## config.mk

```make
export PLATFORM = sky130hd
export DESIGN_NAME = wt_dcache_miss_resp
export DESIGN_NICKNAME = d
export VERILOG_FILES = /design/src/rtl/wt_dcache_miss_resp.sv
export SDC_FILE = /design/constraint.sdc
export NUM_CORES = 1
export LEC_CHECK = 0
export ABC_AREA = 1
export BUFFER_PORTS_ARGS = -buffer_cell sky130_fd_sc_hd__buf_4
export CAP_MARGIN = 20
export CORE_AREA = 5 5 525 527
export DETAILED_ROUTE_END_ITERATION = 7
export DIE_AREA = 0 0 530 532
export PLACE_DENSITY_LB_ADDON = 0.05
export SKIP_CTS_REPAIR_TIMING = 1
export SYNTH_ARGS = -nofsm -noshare
export SYNTH_HDL_FRONTEND = slang
export SYNTH_SLANG_ARGS = --single-unit
```

## constraint.sdc

```tcl
create_clock -name clk_i -period 3.2 [get_ports clk_i]
set_input_delay 0.16 -clock clk_i [delete_from_list [all_inputs] [get_ports clk_i]]
set_output_delay 0.16 -clock clk_i [all_outputs]
set_load 0.02 [all_outputs]
```

## src/rtl/wt_dcache_miss_resp.sv

```systemverilog
// wt_dcache_miss_resp: single-outstanding read-miss handler for the WT dcache (collision check, memory read, refill/NC return).
// Define WT_DCACHE_MISS_STATS_EN to add saturating miss/replay counters.
module wt_dcache_miss_resp #(
    parameter int unsigned          Plen       = 56,
    parameter int unsigned          SetAssoc   = 8,
    parameter int unsigned          LineWidth  = 512,
    parameter int unsigned          IndexWidth = 12,
    parameter int unsigned          IdWidth    = 3,
    parameter logic [IdWidth-1:0]   MemTxId    = IdWidth'(1),
    parameter logic [7:0]           LfsrSeed   = 8'hA5
) (
    input  logic                           clk_i,
    input  logic                           rst_ni,
    input  logic                           miss_req_i,
    output logic                           miss_ack_o,
    output logic                           miss_replay_o,
    input  logic [Plen-1:0]                miss_paddr_i,
    input  logic                           miss_nc_i,
    input  logic [2:0]                     miss_size_i,
    input  logic [SetAssoc-1:0]            miss_vld_bits_i,
    input  logic [IdWidth-1:0]             miss_id_i,
    output logic                           miss_rtrn_vld_o,
    output logic [IdWidth-1:0]             miss_rtrn_id_o,
    output logic [63:0]                    miss_rtrn_data_o,
    input  logic                           wr_pend_vld_i,
    input  logic [Plen-1:0]                wr_pend_paddr_i,
    output logic                           mem_req_o,
    input  logic                           mem_gnt_i,
    output logic [Plen-1:0]                mem_paddr_o,
    output logic [2:0]                     mem_size_o,
    output logic                           mem_nc_o,
    output logic [IdWidth-1:0]             mem_id_o,
    input  logic                           mem_rtrn_vld_i,
    input  logic [IdWidth-1:0]             mem_rtrn_id_i,
    input  logic [LineWidth-1:0]           mem_rtrn_data_i,
    output logic                           wr_cl_vld_o,
    output logic [SetAssoc-1:0]            wr_cl_way_o,
    output logic [Plen-IndexWidth-1:0]     wr_cl_tag_o,
    output logic [IndexWidth-$clog2(LineWidth/8)-1:0] wr_cl_idx_o,
    output logic [LineWidth-1:0]           wr_cl_data_o
`ifdef WT_DCACHE_MISS_STATS_EN
    ,
    output logic [31:0]                    stat_miss_cnt_o,
    output logic [31:0]                    stat_replay_cnt_o
`endif
);
    localparam int unsigned OffW = $clog2(LineWidth/8);
    localparam int unsigned WayW = $clog2(SetAssoc);
    localparam logic [Plen-1:0] LineMask = {{(Plen-OffW){1'b1}}, {OffW{1'b0}}};

    typedef enum logic [1:0] {IDLE, MEM_REQ, MEM_WAIT, REFILL} state_e;

    state_e                 state_q, state_d;
    logic [Plen-1:0]        paddr_q;
    logic                   nc_q;
    logic [2:0]             size_q;
    logic [SetAssoc-1:0]    vld_q;
    logic [IdWidth-1:0]     id_q;
    logic [LineWidth-1:0]   data_q;
    logic [7:0]             lfsr_q;
    logic                   idle, refill, coll, rtrn_hit;
    logic [WayW-1:0]        inv_idx;
    logic [SetAssoc-1:0]    way;

    assign idle     = state_q == IDLE;
    assign refill   = state_q == REFILL;
    assign coll     = wr_pend_vld_i && ~|((wr_pend_paddr_i ^ miss_paddr_i) & LineMask);
    assign rtrn_hit = mem_rtrn_vld_i && mem_rtrn_id_i == MemTxId;

    assign miss_ack_o    = idle && miss_req_i && !coll;
    assign miss_replay_o = idle && miss_req_i && coll;

    always_comb begin
        state_d = state_q;
        case (state_q)
            IDLE:     state_d = miss_ack_o ? MEM_REQ : IDLE;
            MEM_REQ:  state_d = mem_gnt_i ? MEM_WAIT : MEM_REQ;
            MEM_WAIT: state_d = rtrn_hit ? REFILL : MEM_WAIT;
            default:  state_d = IDLE;
        endcase
    end

    // Prefer the lowest invalid way; fall back to pseudo-random when the set is full.
    always_comb begin
        inv_idx = '0;
        for (int i = SetAssoc - 1; i >= 0; i--) if (!vld_q[i]) inv_idx = WayW'(i);
        way = '0;
        way[&vld_q ? lfsr_q[WayW-1:0] : inv_idx] = 1'b1;
    end

    assign mem_req_o   = state_q == MEM_REQ;
    assign mem_paddr_o = nc_q ? paddr_q : (paddr_q & LineMask);
    assign mem_size_o  = size_q;
    assign mem_nc_o    = nc_q;
    assign mem_id_o    = MemTxId;

    assign miss_rtrn_vld_o  = refill;
    assign miss_rtrn_id_o   = refill ? id_q : '0;
    assign miss_rtrn_data_o = refill ? data_q[paddr_q[OffW-1:3]*64 +: 64] : '0;

    assign wr_cl_vld_o  = refill && !nc_q;
    assign wr_cl_way_o  = wr_cl_vld_o ? way : '0;
    assign wr_cl_tag_o  = wr_cl_vld_o ? paddr_q[Plen-1:IndexWidth] : '0;
    assign wr_cl_idx_o  = wr_cl_vld_o ? paddr_q[IndexWidth-1:OffW] : '0;
    assign wr_cl_data_o = wr_cl_vld_o ? data_q : '0;

    always_ff @(posedge clk_i or negedge rst_ni) begin
        if (!rst_ni) begin
            state_q <= IDLE;
            paddr_q <= '0;
            nc_q    <= 1'b0;
            size_q  <= '0;
            vld_q   <= '0;
            id_q    <= '0;
            data_q  <= '0;
            lfsr_q  <= LfsrSeed;
        end else begin
            state_q <= state_d;
            if (miss_ack_o) begin
                paddr_q <= miss_paddr_i;
                nc_q    <= miss_nc_i;
                size_q  <= miss_size_i;
                vld_q   <= miss_vld_bits_i;
                id_q    <= miss_id_i;
            end
            if (state_q == MEM_WAIT && rtrn_hit) data_q <= mem_rtrn_data_i;
            // x^8+x^6+x^5+x^4+1, stepped only by cacheable refills
            if (wr_cl_vld_o) lfsr_q <= {lfsr_q[6:0], lfsr_q[7] ^ lfsr_q[5] ^ lfsr_q[4] ^ lfsr_q[3]};
        end
    end

`ifdef WT_DCACHE_MISS_STATS_EN
    always_ff @(posedge clk_i or negedge rst_ni) begin
        if (!rst_ni) begin
            stat_miss_cnt_o   <= '0;
            stat_replay_cnt_o <= '0;
        end else begin
            if (miss_ack_o && ~&stat_miss_cnt_o) stat_miss_cnt_o <= stat_miss_cnt_o + 32'd1;
            if (miss_replay_o && ~&stat_replay_cnt_o) stat_replay_cnt_o <= stat_replay_cnt_o + 32'd1;
        end
    end
`endif
endmodule

```

==> key figures <==
Floorplanning
  • Core ar.: around 270000 um^2
  • Num ports: 1353
  • Initial core utilization: 0.115
  • Die width: 530 um
  • Die Y: ~530 um
  • Die Area: 282000 um^2
  • Site Rows: 191

Synthesis
  • Sequential element share of the synthesized area: 0.477
  • Yosys reg bits: 593
  • Yosys warnings: 0
  • Top post-synthesis cells by area: dfrtp_1 47%, nor2_1 14%, a21oi_1 12%
  • Post-synth top cells: 1125 x nor2_1, 768 x a21oi_1, 656 x inv_1, 589 x dfrtp_1, 354 x nand2_1
  • Predominant post-synthesis flop cell: dfrtp_1
  • Post-synth EDFFs: 0
  • Top cell type by total area after synthesis: dfrtp_1
  • Cell Area, Synth: between 30000 and 40000 um^2
  • Syn Area/Cell: between 7 and 8 um^2
  • Async SR Flop Fraction: 1.00
  • Cell variety after synth: 26
  • Synth Instances: between 4000 and 5000
  • Post-synth top area share: 0.474
  • Most common cell in the synthesized netlist: nor2_1

Critical path
  • CP peak stage delay: ~0.58 ns
  • Setup CP Type: reg2out
  • CP Capture Type: output port
  • Arr. time, crit path: 2.89 ns
  • CP most frequent cell: buf_12
  • CP Launch Type: register
  • Critical path required time: 3.04 ns
  • Critical Path Slowest Stage Cell: dfrtp_4
  • Crit-path leading delay family: compound AO/OA/AOI/OAI gates
  • Crit Path Max Fanout: 38
  • WP buf/inv: 3
  • CP cell instances: buf_12 -> buf_12 -> a21oi_1 -> o21ai_0 -> a31oi_2 -> buf_4

Worst hold path
  • Worst hold-check path type: in2async

Global routing
  • Pin count of the biggest net entering global routing: 157
  • Total global routing track utilization: 0.170
  • GR Overflow Total: 0
  • Initial antenna violation count: between 100 and 150
  • Vias in the first global route: 35396
  • Global-route wire length before repair: 329000 um

Timing
  • Max_slew headroom: 0.441
  • Fin crit share: 0.954
  • Worst-margin pin slew: between 0.8 and 0.9 ns
  • Setup WS post-layout: around 0.15 ns
  • Setup violations, final: 0
  • FMAX: approximately 0.33 GHz
  • Final hold vios: 0
  • Min Clock Period, post-route: 3.05 ns
  • Clock Skew: 0.0365 ns
  • Setup TNS: 0 ns
  • Fin. max-slew vios: 0
  • RSZ-0062 raised after global routing: yes

Route
  • Vias: 35908
  • Via/cell ratio: roughly 3.6
  • Detailed Route WL: 251000 um
  • First-pass DRT Iterations: 5
  • Detailed-route DRC error count: 0
  • Per-cell routed wire length: 25.4 um
  • Detail Route Antenna Nets: 0
  • DR iter-0 viols: 1782

Clock tree
  • CTS tree: yes
  • Reg clk slew, reported paths: 0.06 ns
  • Clk buf depth: 3
  • Clock Sinks: just under 600
  • Worst-Skew Late Latency: 0.74 ns
  • Inserted Clock Buffers: 97
  • Clk Tree Root Cell: clkbuf_16
  • # H-tree levels: 3

Power
  • LEAKAGE: ~28 nW
  • Worst IR Drop VDD: 0.442 mV
  • PwrDens: 878 nW/um^2

Placed design
  • Post-DP HPWL: between 150000 and 200000 um
  • Setup WS pre-CTS: 0.488 ns
  • I/O Buffers: 1343
  • RePlAce Congestion: roughly 0.80

Finish
  • P&R area growth vs syn: 76.8%
  • Nets: 6817
  • Proportion of layout cells with a drive suffix above 1: 0.267

Run status
  • Status: finished, final reports clean

Flow run
  • Max Cap Viol: 0
[layout make-up]
type,instances,area (um^2)
Fill cell,30951,215000
Timing Repair Buffer,2067,17500
Sequential cell,593,14900
Multi-Input combinational cell,2751,12100
Tap cell,3570,4470
Clock buffer,147,2910
Inverter,659,2530
Clock inverter,26,427
Antenna cell,63,158
[sequential cells by signal, indices dropped and copies added (netlist names)]
name        flops
id_q            3
lfsr_q          8
mem_nc_o        1
mem_size_o      3
data_q        512
paddr_q        56
vld_q           8
state_q         2
[path summary, 6_finish.rpt]
kind	slack (ns)	cells after the start	from	end
max	0.15	6	paddr_q[3]	miss_rtrn_data_o[17]
min	0.08	2	rst_ni	data_q[441]
max reg2reg	0.48	7	state_q[1]	data_q[251]
min reg2reg	0.47	2	id_q[2]	id_q[2]
max in group asynchronous	2.08	3	rst_ni	data_q[269]
min in group clk_i	0.21	4	miss_paddr_i[0]	paddr_q[0]
[logic make-up (layout without fill, tap and decap cells)]
logic type / count (synthesis) / in the layout / synth area share
other: 2 / 66 / 0.000241
XOR/XNOR: 12 / 12 / 0.00338
AND/OR/NAND/NOR: 1633 / 1633 / 0.204
buffers and inverters: 1017 / 2899 / 0.135
AO/OA/AOI/OAI: 1103 / 1103 / 0.180
flip-flops: 593 / 593 / 0.477
[metrics by stage]
stage	std cells	hold WS (ns)	util	area [um^2]	total power [W]
after floorplan	4361	-0.136	-	31100	0.0244
after global placement	9048	0.204	0.168	45500	0.0371
after detailed placement	9048	0.206	0.168	45500	0.0371
after CTS	9221	-0.658	0.181	48800	0.0491
after global routing	9855	0.0504	0.204	55000	0.0519
final	9876	0.0785	0.204	55000	0.0483
[cells in the final DEF (no fill, tap or decap), types with 2 or more instances in the layout]
master         netlist  final
dfrtp_4              0      3
inv_1              656    653
clkinv_4             0      2
conb_1               2      3
a31oi_2              0      6
buf_16               0      2
clkinvlp_4           0      2
o21ai_1              2      2
diode_2              0     63
a31oi_1             64     58
nand2_1            354    349
dfstp_2              4      4
xnor2_1             11     11
nand4_1              5      5
clkinv_8             0      4
clkbuf_1           154     23
nand2_2              1      6
buf_6                7      2
clkbuf_16            0     99
a21oi_1            768    766
clkbuf_8             0     25
or2_2                4      4
o21ai_0            266    266
dlygate4sd3_1        0    586
buf_12               0     40
nor2_1            1125   1125
buf_4               53   1436
inv_16               0      2
dfrtp_1            589    586
nand3_1            142    141
a21oi_2              0      2
clkinv_2             0     10
bufinv_16            0      9
[per-layer routing]
layer | GRT usage | vias up | routed length (um)
li1 | - | 17281 | -
met1 | 0.179 | 17254 | 97100
met2 | 0.317 | 1052 | 130000
met3 | 0.0682 | 279 | 17900
met4 | 0.0336 | 42 | 5770
met5 | 0 | - | 250
[where the power goes]
part / internal, W / switching (W) / total [W]
sequential: 0.0111 / 0.00188 / 0.0130
clock: 0.00695 / 0.00451 / 0.0115
combinational: 0.00757 / 0.0163 / 0.0238
total: 0.0257 / 0.0226 / 0.0483
Power figures use the tool's default switching activity.
